**src/rtl/dc_tag_lookup_ctrl.sv**
```systemverilog
// Initiator-side tag lookup controller for one DC tag bank: reads the entry,
// resolves hit/miss, writes back an updated coherence state, and answers the core.
module dc_tag_lookup_ctrl #(
    parameter int Width    = 24,
    parameter int Size     = 32,
    parameter int REQ_BITS = 5,
    localparam int PosW    = $clog2(Size),
    localparam int LoW     = Width - 3
) (
    input  logic                clk,
    input  logic                reset,
    input  logic                core_req_valid,
    output logic                core_req_retry,
    input  logic [REQ_BITS-1:0] core_req_type,
    input  logic [PosW-1:0]     core_req_pos,
    input  logic [17:0]         core_req_tag,
    output logic                core_ack_valid,
    input  logic                core_ack_retry,
    output logic                core_ack_hit,
    output logic [2:0]          core_ack_state,
    output logic [2:0]          core_ack_next_state,
    output logic                tb_req_valid,
    input  logic                tb_req_retry,
    output logic                tb_req_we,
    output logic [PosW-1:0]     tb_req_pos,
    output logic [Width-1:0]    tb_req_data,
    input  logic                tb_ack_valid,
    output logic                tb_ack_retry,
    input  logic [Width-1:0]    tb_ack_data
);

    localparam logic [2:0] ST_I  = 3'b000;
    localparam logic [2:0] ST_S  = 3'b001;
    localparam logic [2:0] ST_US = 3'b100;
    localparam logic [2:0] ST_UM = 3'b101;

    localparam logic [REQ_BITS-1:0] MOP_BEGIN   = REQ_BITS'(5'h10);
    localparam logic [REQ_BITS-1:0] MOP_COMMIT  = REQ_BITS'(5'h11);
    localparam logic [REQ_BITS-1:0] MOP_CSYNC   = REQ_BITS'(5'h12);
    localparam logic [REQ_BITS-1:0] MOP_KILL    = REQ_BITS'(5'h13);
    localparam logic [REQ_BITS-1:0] MOP_RESTART = REQ_BITS'(5'h14);

    typedef enum logic [2:0] {
        IDLE    = 3'd0,
        RD_REQ  = 3'd1,
        RD_WAIT = 3'd2,
        WR_REQ  = 3'd3,
        RESP    = 3'd4
    } fsm_e;

    fsm_e                state_q, state_d;
    logic [REQ_BITS-1:0] op_q, op_d;
    logic [PosW-1:0]     pos_q, pos_d;
    logic [17:0]         tag_q, tag_d;
    logic                hit_q, hit_d;
    logic [2:0]          old_q, old_d;
    logic [2:0]          nxt_q, nxt_d;
    logic [LoW-1:0]      lo_q, lo_d;

    logic                rd_hit_s;
    logic [2:0]          rd_old_s;
    logic [2:0]          rd_nxt_s;

    // Coherence transition applied to a hitting entry; loads and unknown ops keep the state.
    function automatic logic [2:0] next_coh(input logic [REQ_BITS-1:0] op,
                                            input logic [2:0] cur);
        logic [2:0] nxt;
        nxt = cur;
        case (op)
            MOP_BEGIN: begin
                if (cur == ST_UM) nxt = ST_US;
                else              nxt = cur;
            end
            MOP_COMMIT, MOP_CSYNC: begin
                if (cur == ST_US) nxt = ST_S;
                else              nxt = cur;
            end
            MOP_KILL, MOP_RESTART: nxt = ST_I;
            default:               nxt = cur;
        endcase
        return nxt;
    endfunction

    // Hit/miss decode of the returned entry against the latched request
    always_comb begin
        rd_old_s = tb_ack_data[Width-1:Width-3];
        rd_hit_s = (tb_ack_data[17:0] == tag_q) && (rd_old_s != ST_I);
        if (rd_hit_s) rd_nxt_s = next_coh(op_q, rd_old_s);
        else          rd_nxt_s = rd_old_s;
    end

    // FSM next state and capture of request and entry fields
    always_comb begin
        state_d = state_q;
        op_d    = op_q;
        pos_d   = pos_q;
        tag_d   = tag_q;
        hit_d   = hit_q;
        old_d   = old_q;
        nxt_d   = nxt_q;
        lo_d    = lo_q;
        case (state_q)
            IDLE: begin
                if (core_req_valid) begin
                    op_d    = core_req_type;
                    pos_d   = core_req_pos;
                    tag_d   = core_req_tag;
                    state_d = RD_REQ;
                end else begin
                    state_d = IDLE;
                end
            end
            RD_REQ: begin
                if (!tb_req_retry) state_d = RD_WAIT;
                else               state_d = RD_REQ;
            end
            RD_WAIT: begin
                if (tb_ack_valid) begin
                    hit_d = rd_hit_s;
                    old_d = rd_old_s;
                    nxt_d = rd_nxt_s;
                    lo_d  = tb_ack_data[LoW-1:0];
                    // Only a state change on a hit is worth a bank write
                    if (rd_hit_s && (rd_nxt_s != rd_old_s)) state_d = WR_REQ;
                    else                                     state_d = RESP;
                end else begin
                    state_d = RD_WAIT;
                end
            end
            WR_REQ: begin
                if (!tb_req_retry) state_d = RESP;
                else               state_d = WR_REQ;
            end
            RESP: begin
                if (!core_ack_retry) state_d = IDLE;
                else                 state_d = RESP;
            end
            default: state_d = IDLE;
        endcase
    end

    // State and datapath registers with synchronous reset
    always_ff @(posedge clk) begin
        if (reset) begin
            state_q <= IDLE;
            op_q    <= {REQ_BITS{1'b0}};
            pos_q   <= {PosW{1'b0}};
            tag_q   <= 18'h0;
            hit_q   <= 1'b0;
            old_q   <= 3'b000;
            nxt_q   <= 3'b000;
            lo_q    <= {LoW{1'b0}};
        end else begin
            state_q <= state_d;
            op_q    <= op_d;
            pos_q   <= pos_d;
            tag_q   <= tag_d;
            hit_q   <= hit_d;
            old_q   <= old_d;
            nxt_q   <= nxt_d;
            lo_q    <= lo_d;
        end
    end

    assign core_req_retry      = reset || (state_q != IDLE);
    assign tb_ack_retry        = reset;
    assign tb_req_valid        = (state_q == RD_REQ) || (state_q == WR_REQ);
    assign tb_req_we           = (state_q == WR_REQ);
    assign tb_req_pos          = pos_q;
    assign tb_req_data         = tb_req_we ? {nxt_q, lo_q} : {Width{1'b0}};
    assign core_ack_valid      = (state_q == RESP);
    assign core_ack_hit        = hit_q;
    assign core_ack_state      = old_q;
    assign core_ack_next_state = nxt_q;

endmodule

```
**config.mk**
```make
export PLATFORM = sky130hd
export DESIGN_NAME = dc_tag_lookup_ctrl
export DESIGN_NICKNAME = d
export VERILOG_FILES = /design/src/rtl/dc_tag_lookup_ctrl.sv
export SDC_FILE = /design/constraint.sdc
export NUM_CORES = 1
export LEC_CHECK = 0
export BUFFER_PORTS_ARGS = -buffer_cell sky130_fd_sc_hd__buf_4
export CAP_MARGIN = 20
export CORE_MARGIN = 2
export CORE_UTILIZATION = 25
export DETAILED_ROUTE_END_ITERATION = 10
export GPL_TIMING_DRIVEN = 0
export PLACE_DENSITY = 0.53
export SLEW_MARGIN = 20
export SYNTH_ARGS = -nofsm -noshare
export SYNTH_HDL_FRONTEND = slang
export SYNTH_SLANG_ARGS = --single-unit
```
**constraint.sdc**
```tcl
create_clock -name clk -period 2.25 [get_ports clk]
set_clock_uncertainty 0.05 [all_clocks]
set_input_delay 0.1125 -clock clk [delete_from_list [all_inputs] [get_ports clk]]
set_output_delay 0.1125 -clock clk [all_outputs]
set_load 0.03 [all_outputs]
```
==> results of run 1 <==
==> area by class of cell <==
type	count	area, µm²
clock buffer	13	169
inverter	3	11.3
fill	1184	6510
timing repair buffer	139	1150
clock inverter	2	10.0
tap	140	175
sequential	59	1180
multi-input combinational	268	1450
buffer	23	98.8
==> per-stage QoR <==
stage                     instance area, µm²  std cells  hold WS [ns]  total power (W)
final                                   4240        647        0.0155          0.00240
after global routing                    4240        647       0.00370          0.00252
after CTS                               4240        647      0.000823          0.00242
after detailed placement                3640        590         0.318          0.00150
after global placement                  3640        590         0.312          0.00149
after floorplan                         2730        353         0.198          0.00133
==> tightest hold or removal path, cell delays in order <==
cell and delay [ns]:
buf_4 0.14, nand2_1 0.05, a21oi_1 0.05
==> sequential cells by signal (all words and copies together), names as in the netlist <==
signal and flops:
core_ack_hit 1, op_q 5, state_q 3, tb_req_pos 5
core_ack_next_state 3, lo_q 21, core_ack_state 3, tag_q 18
==> layer usage <==
layer	vias up	share of wire, %
li1	1498	-
met1	1259	46
met2	62	48
met3	12	4.6
met4	0	1.7
met5	-	0
==> cells by family after synthesis <==
logic type | count (synthesis)
mux | 1
buf+inv | 26
compound gates | 71
flops | 59
xor+xnor | 20
simple gates | 176
==> worst max path at each step <==
stage	from	endpoint	slack (ns)	cells past startpoint
3_3_place_gp	tag_q[10]$_SDFFE_PP0P_	state_q[1]$_SDFF_PP0_	0.41	5
3_5_place_dp	tag_q[14]$_SDFFE_PP0P_	state_q[1]$_SDFF_PP0_	0.37	5
6_report	state_q[0]$_SDFF_PP0_	tb_req_data[4]	0.21	4
5_1_grt	state_q[0]$_SDFF_PP0_	tb_req_data[9]	0.01	4
4_1_cts	state_q[0]$_SDFF_PP0_	tb_req_data[18]	0.01	4
2_1_floorplan	state_q[0]$_SDFF_PP0_	tb_req_data[14]	0.48	3
==> power by group through the flow <==
stage               sequential (W)  clock, W  combinational [W]
CTS                        0.00112  0.000885           0.000419
global placement           0.00114         0           0.000353
global route               0.00113  0.000940           0.000459
detailed placement         0.00114         0           0.000358
floorplan                  0.00115         0           0.000183
finish                     0.00112  0.000863           0.000416
==> timing repair <==
action,in CTS,in global routing
gates resized for setup,0,3
setup endpoints to repair,0,20
hold buffers,42,0
endpoints found under the hold margin,42,0
==> cell usage in the layout (no fill, tap or decap), drive strengths merged, types with 5 or more instances in the layout <==
cell	n
nand2	112
buf	105
dfxtp	59
a21oi	54
dlygate4sd3	42
clkbuf	28
and3	25
xor2	13
nor2	7
xnor2	7
nor4	6
nor3	5
==> results.json, run 1 <==
{
  "max_clock_freq_mhz": 489,
  "dr.pass1.iters": 4,
  "dp_slack_ns": 0.375,
  "syn_inst": 353,
  "h-tree-depth": 3,
  "power_leakage_nw": 1.83,
  "tritoncts": "done",
  "hpwl_um": 6830,
  "holdPathEnd": "core_ack_state[0]$_SDFFE_PP0P_",
  "cp-start-kind": "flop",
  "p_int_w": 0.00177,
  "reg2reg_depth": 5,
  "drive_gt1_share_pct": 24.9,
  "fp.dieW_um": 109,
  "hp-start": "tb_ack_data[21]",
  "grt_pass1_wl_um": 13800,
  "ctsLongestPathBuffers": 2,
  "die-area_um2": 11800,
  "use_met2_pct": 25.3,
  "die_h_um": 109,
  "use_met1_pct": 19.0,
  "first_global_vias": 2896,
  "mappedNetlistNets": 411,
  "status": "finished, final reports clean",
  "cts_buffers": 9,
  "yosys_register_bits": 59,
  "yosysWarnings": 0,
  "antenna_cells": 0,
  "layout_min_cycle_time_ns": 2.04,
  "finalMaxSlewViolations": 0,
  "power_density_nw_per_um2": 566,
  "worstPathCellList": "nor2b_2, clkbuf_1, and3_1, buf_4",
  "cp-end-kind": "primary output",
  "clkLatencyLatePin_ns": 0.33,
  "antenna_found_initial": 0,
  "io_buffers": 97,
  "synthTopCellsByArea": "dfxtp_1, nand2_1, a21oi_1",
  "hold_class": "in -> reg",
  "yosysMostFrequentCell": "nand2_1",
  "r2r-start": "tag_q[14]$_SDFFE_PP0P_",
  "cp_max_fo": 10,
  "power.share.switching_pct": 26.1,
  "clk_pin_slew_ns": 0.06,
  "yosysSeqAreaShare_pct": 43.2,
  "post_cts_buffers": 0,
  "drc": 0,
  "required_ns": 2.09,
  "synthesis.area_um2": 2730,
  "drt_iter0_drc": 93,
  "gp_congestion": 0.799,
  "critPathArrivalTime_ns": 1.88,
  "slew_headroom_pct": 60.9,
  "nets": 561,
  "grt_max_degree": 11,
  "synth_top_cells_by_count": "nand2_1, dfxtp_1, a21oi_1",
  "fin_crit_sh_pct": 90.8,
  "synthMuxAreaShare_pct": 0.366,
  "synth-edff-count": 0,
  "seqPwrFrac_pct": 46.7,
  "ir_worst_vdd_v": 0.000218,
  "maxCapViolations": 0,
  "via_per_inst": 4.38,
  "synth_top_area_cell": "dfxtp_1",
  "crit_buf_inv": 2,
  "power_frac_comb_pct": 17.3,
  "min_path_cells": 3,
  "grt_busiest_layer": "met2",
  "wl_um": 8730,
  "clock_power_share_pct": 36.0,
  "grt_use_met3_pct": 3.25,
  "synth_fa_ha_area_share_pct": 0,
  "grt_usage_pct": 15.2,
  "setup_viol": 0,
  "reg2reg_to": "state_q[1]$_SDFF_PP0_",
  "rsz0062_at_grt": "no",
  "reg2reg_slack_ns": 0.34,
  "io_pins": 99,
  "syn_avg_cell_area_um2": 7.74,
  "yosysUniqueCellTypes": 42,
  "overflow": 0,
  "num_vias": 2831,
  "core_um2": 10700,
  "async_flop_share_pct": 0,
  "synth_top_family_by_area": "simple AND/OR/NAND/NOR gates",
  "crit_type": "reg -> out",
  "switchingPower_w": 0.000625,
  "start_util_pct": 25.4,
  "synth_compound_area_share_pct": 15.1,
  "worstMarginPinSlew_ns": 0.584,
  "utilization_pct": 39.5,
  "synth_xor_area_share_pct": 6.41,
  "tns_ns": 0,
  "cts_sinks": 59,
  "synth_top_area_share_pct": 43.2,
  "hold_viol_final": 0,
  "fin_ws_ns": 0.207,
  "root_buffer": "clkbuf_8",
  "path_delay_family": "simple AND/OR/NAND/NOR gates",
  "cp_slowest_cell": "dfxtp_1",
  "routedWlPerCell_um": 13.5,
  "area_delta_synth_final_pct": 55.1,
  "postRouteAntennaNets": 0,
  "crit_path_max_incr_delay_ns": 0.46,
  "synth_simple_gate_area_share_pct": 30.9,
  "num_rows": 38,
  "ys.flop_type": "dfxtp_1"
}
(Power assumes the default switching activity.)
==> run 2, diff against run 1 <==
- HOLD_SLACK_MARGIN: not set -> 0.1
==> run 2 against run 1 <==
Power is 0.91% higher. Non-clock buffer count is 13 higher. Via count is 2.4% higher. Count of clock-buffer cells in the layout stayed put. Global-route usage is 0.43 points higher. Sequential share of layout area is 0.83 points lower. Hold slack better by 0.11 ns. Highest routed layer unchanged.
==> results.json, run 2 (synthesized netlist as in run 1, its figures left out) <==
{
  "status": "finished, final reports clean",
  "gp_congestion": 0.799,
  "rsz0062_at_grt": "no",
  "cts_sinks": 59,
  "ir_worst_vdd_v": 0.000218,
  "fin_crit_sh_pct": 90.8,
  "grt_max_degree": 11,
  "clock_power_share_pct": 35.7,
  "required_ns": 2.09,
  "grt_pass1_wl_um": 14200,
  "start_util_pct": 25.4,
  "num_rows": 38,
  "cp_max_fo": 10,
  "cp-start-kind": "flop",
  "antenna_found_initial": 0,
  "hpwl_um": 6830,
  "multiInputGateArea_um2": 1450,
  "die-area_um2": 11800,
  "overflow": 0,
  "io_buffers": 97,
  "power_density_nw_per_um2": 554,
  "top_regs": "lo_q (21), tag_q (18)",
  "fin_ws_ns": 0.207,
  "routedWlPerCell_um": 13.6,
  "largest_register_ffs": 21,
  "setup_viol": 0,
  "dp_slack_ns": 0.375,
  "via_per_inst": 4.39,
  "max_clock_freq_mhz": 489,
  "tns_ns": 0,
  "min_path_cells": 3,
  "seqPwrFrac_pct": 46.3,
  "drc": 0,
  "drt_iter0_drc": 100,
  "area_delta_synth_final_pct": 59.9,
  "tritoncts": "done",
  "worstMarginPinSlew_ns": 0.578,
  "critPathArrivalTime_ns": 1.88,
  "crit_type": "reg -> out",
  "maxCapViolations": 0,
  "first_global_vias": 2980,
  "layout_min_cycle_time_ns": 2.04,
  "h-tree-depth": 3,
  "hold_viol_final": 0,
  "switchingPower_w": 0.000631,
  "fp.dieW_um": 109,
  "slew_headroom_pct": 61.3,
  "clkLatencyLatePin_ns": 0.33,
  "power_frac_comb_pct": 18.1,
  "power.share.switching_pct": 26.1,
  "top_register": "lo_q",
  "dr.pass1.iters": 4,
  "final_area_um2": 4370,
  "die_h_um": 109,
  "core_um2": 10700,
  "cts_buffers": 9,
  "fill_cells": 1176,
  "reg2reg_depth": 5,
  "drive_gt1_share_pct": 24.2,
  "io_pins": 99,
  "num_vias": 2898,
  "antenna_cells": 0,
  "hold_class": "in -> reg",
  "postRouteAntennaNets": 0,
  "final_cell_mix": "nand2_1, buf_4, dfxtp_1",
  "wl_um": 8960,
  "power_leakage_nw": 1.89,
  "nets": 574,
  "root_buffer": "clkbuf_8",
  "seq_area_um2": 1180,
  "finalMaxSlewViolations": 0,
  "final_common_cell": "nand2_1",
  "grt_usage_pct": 15.7,
  "placed_cell_area_um2": 3640,
  "cp-end-kind": "primary output",
  "ctsLongestPathBuffers": 2,
  "clk_pin_slew_ns": 0.06,
  "post_cts_buffers": 0,
  "p_int_w": 0.00179
}
-- run 2: cell types whose count changed in the layout (fill, tap and decap cells not counted) --
cell | previous run | this run
dlygate4sd3_1 | 42 | 55
-- run 2: metal layers --
metal	wire, µm	vias to the layer above	track usage [%]
li1	-	1521	-
met1	4030	1283	19.4
met2	4290	79	26.3
met3	468	15	3.19
met4	174	0	6.87
met5	0	-	0
-- run 2: final timing paths --
check	from	endpoint	slack (ns)
setup / recovery	state_q[0]$_SDFF_PP0_	tb_req_data[4]	0.21
hold / removal	tb_ack_valid	state_q[1]$_SDFF_PP0_	0.13
setup reg to reg	tag_q[14]$_SDFFE_PP0P_	state_q[1]$_SDFF_PP0_	0.34
hold reg to reg	lo_q[18]$_SDFFE_PP0P_	lo_q[18]$_SDFFE_PP0P_	0.40
-- run 2: worst max-delay path: stages, from the launching register on --
cell,delay [ns]
dfxtp_1,0.46
nor2b_2,0.37
clkbuf_1,0.32
and3_1,0.23
buf_4,0.16
-- run 2: repair_timing --
item,in CTS,in global routing
endpoints found under the setup margin,0,20
endpoints found under the hold margin,55,0
gates resized for setup,0,3
hold buffers,55,0
-- run 2: layout make-up --
cell class,instances,area share [%]
flip-flops and latches,59,27.0
plain buffers,23,2.26
clock buffers,13,3.87
repair buffers,152,29.3
inverters,3,0.258
clock inverters,2,0.229
multi-input cells,268,33.1
well taps,140,4.01
-- run 2: power groups by stage --
stage               sequential (W)  clock (W)  combinational, W
floorplan                  0.00115          0          0.000183
global placement           0.00114          0          0.000353
detailed placement         0.00114          0          0.000358
CTS                        0.00112   0.000885          0.000439
global route               0.00113   0.000940          0.000482
finish                     0.00112   0.000863          0.000437
-- run 2: stage by stage --
step	instances	total power (W)	utilization, %	hold slack [ns]
4_1_cts	660	0.00244	40.6	0.115
3_3_place_gp	590	0.00149	33.8	0.312
6_report	660	0.00242	40.7	0.126
5_1_grt	660	0.00255	40.7	0.124
3_5_place_dp	590	0.00150	33.8	0.318
2_1_floorplan	353	0.00133	-	0.198
==> run 3, diff against run 2 <==
- MAX_ROUTING_LAYER: not set -> met4
- SLEW_MARGIN: 20 -> 30
==> run 3 against run 2 <==
Utilization unchanged. Worst setup slack got worse by 0.0022 ns. Hold slack improved by 0.0033 ns. Sequential power about the same. Fmax decreased by 0.11%. Clock power about the same. Sequential cell count unchanged. Cell area unchanged. Combinational power about the same. Critical path type is now in -> reg.
==> results.json, run 3 (synthesized netlist as in run 1, its figures left out) <==
{
  "hp-start": "tb_ack_valid",
  "post_cts_buffers": 0,
  "cts_sinks": 59,
  "nets": 574,
  "fp.dieW_um": 109,
  "root_buffer": "clkbuf_8",
  "postRouteAntennaNets": 0,
  "start_util_pct": 25.4,
  "h-tree-depth": 3,
  "fin_hold_ws_ns": 0.129,
  "power_density_nw_per_um2": 554,
  "required_ns": 2.43,
  "ctsLongestPathBuffers": 2,
  "r2r-start": "tag_q[14]$_SDFFE_PP0P_",
  "cp-end-kind": "flop",
  "die_h_um": 109,
  "ir_worst_vdd_v": 0.000218,
  "num_rows": 38,
  "tns_ns": 0,
  "cts_buffers": 9,
  "holdPathEnd": "state_q[1]$_SDFF_PP0_",
  "dr.pass1.iters": 4,
  "tritoncts": "done",
  "grt_max_degree": 11,
  "slew_headroom_pct": 61.3,
  "final_common_cell": "nand2_1",
  "die-area_um2": 11800,
  "grt_pass1_wl_um": 14200,
  "wl_um": 8960,
  "overflow": 0,
  "core_um2": 10700,
  "hpwl_um": 6830,
  "layout_min_cycle_time_ns": 2.05,
  "grt_usage_pct": 16.1,
  "clkLatencyLatePin_ns": 0.33,
  "top_register": "lo_q",
  "drt_iter0_drc": 105,
  "routedWlPerCell_um": 13.6,
  "num_vias": 2890,
  "cp-start-kind": "input port",
  "rsz0062_at_grt": "no",
  "top_regs": "lo_q (21), tag_q (18)",
  "maxCapViolations": 0,
  "reg2reg_depth": 5,
  "status": "finished, final reports clean",
  "power_leakage_nw": 1.89,
  "hold_class": "in -> reg",
  "antenna_cells": 0,
  "fin_crit_sh_pct": 90.9,
  "max_clock_freq_mhz": 489,
  "largest_register_ffs": 21,
  "io_buffers": 97,
  "clk_pin_slew_ns": 0.06,
  "drive_gt1_share_pct": 24.2,
  "finalMaxSlewViolations": 0,
  "cp_max_fo": 3,
  "area_delta_synth_final_pct": 59.9,
  "reg2reg_to": "state_q[1]$_SDFF_PP0_",
  "hold_viol_final": 0,
  "worstMarginPinSlew_ns": 0.578,
  "final_cell_mix": "nand2_1, buf_4, dfxtp_1",
  "gp_congestion": 0.811,
  "setup_viol": 0,
  "first_global_vias": 2977,
  "critPathArrivalTime_ns": 2.22,
  "antenna_found_initial": 0,
  "reg2reg_slack_ns": 0.34,
  "min_path_cells": 3,
  "io_pins": 99,
  "via_per_inst": 4.38,
  "crit_type": "in -> reg",
  "drc": 0
}
[run 3: cell counts in the layout (fill, tap and decap cells not counted)]
Identical to the previous run, type by type.
[run 3: report_power, final]
| group | switching, W | internal (W) |
|---|---|---|
| logic | 0.000215 | 0.000222 |
| registers | 0.0000326 | 0.00109 |
| clock network | 0.000382 | 0.000480 |
| total | 0.000630 | 0.00179 |
[run 3: routing by layer]
metal	vias up	GRT usage, %	share of wire, %
met3	12	2.95	5.0
met4	0	6.87	1.5
met1	1284	19.4	45
li1	1520	-	-
met2	74	26.3	48
met5	-	-	0
[run 3: worst max path at each step]
stage,from,to,cells past startpoint
after floorplan,state_q[0]$_SDFF_PP0_,tb_req_data[14],3
after global placement,tag_q[10]$_SDFFE_PP0P_,state_q[1]$_SDFF_PP0_,5
after detailed placement,tag_q[14]$_SDFFE_PP0P_,state_q[1]$_SDFF_PP0_,5
after CTS,state_q[0]$_SDFF_PP0_,tb_req_data[18],4
after global routing,state_q[0]$_SDFF_PP0_,tb_req_data[9],4
final,tb_ack_data[15],state_q[1]$_SDFF_PP0_,7
[run 3: metrics by stage]
step           worst slack [ns]  instances  area, µm²  utilization, %  power, W
2_1_floorplan             0.476        353       2730               -   0.00133
3_3_place_gp              0.412        590       3640            33.8   0.00149
3_5_place_dp              0.375        590       3640            33.8   0.00150
4_1_cts                  0.0129        660       4370            40.6   0.00244
5_1_grt                  0.0165        660       4370            40.7   0.00254
6_report                  0.205        660       4370            40.7   0.00242
[run 3: area by class of cell]
| cell class | count | area (µm²) |
|---|---|---|
| Clock buffer | 13 | 169 |
| Clock inverter | 2 | 10.0 |
| Sequential cell | 59 | 1180 |
| Fill cell | 1176 | 6380 |
| Timing Repair Buffer | 152 | 1280 |
| Buffer | 23 | 98.8 |
| Tap cell | 140 | 175 |
| Inverter | 3 | 11.3 |
| Multi-Input combinational cell | 268 | 1450 |
[run 3: what timing repair did]
| action | 4_1_cts | 5_1_grt |
|---|---|---|
| setup endpoints to repair | 0 | 20 |
| hold buffers | 55 | 0 |
| endpoints found under the hold margin | 55 | 0 |
| gates resized for setup | 0 | 3 |
[run 3: critical path, stage by stage]
cell	delay, ns
dlygate4sd3_1	0.56
buf_4	0.15
xnor2_1	0.20
nand4b_1	0.17
nor4_1	0.34
nand4_1	0.29
a2111oi_2	0.41
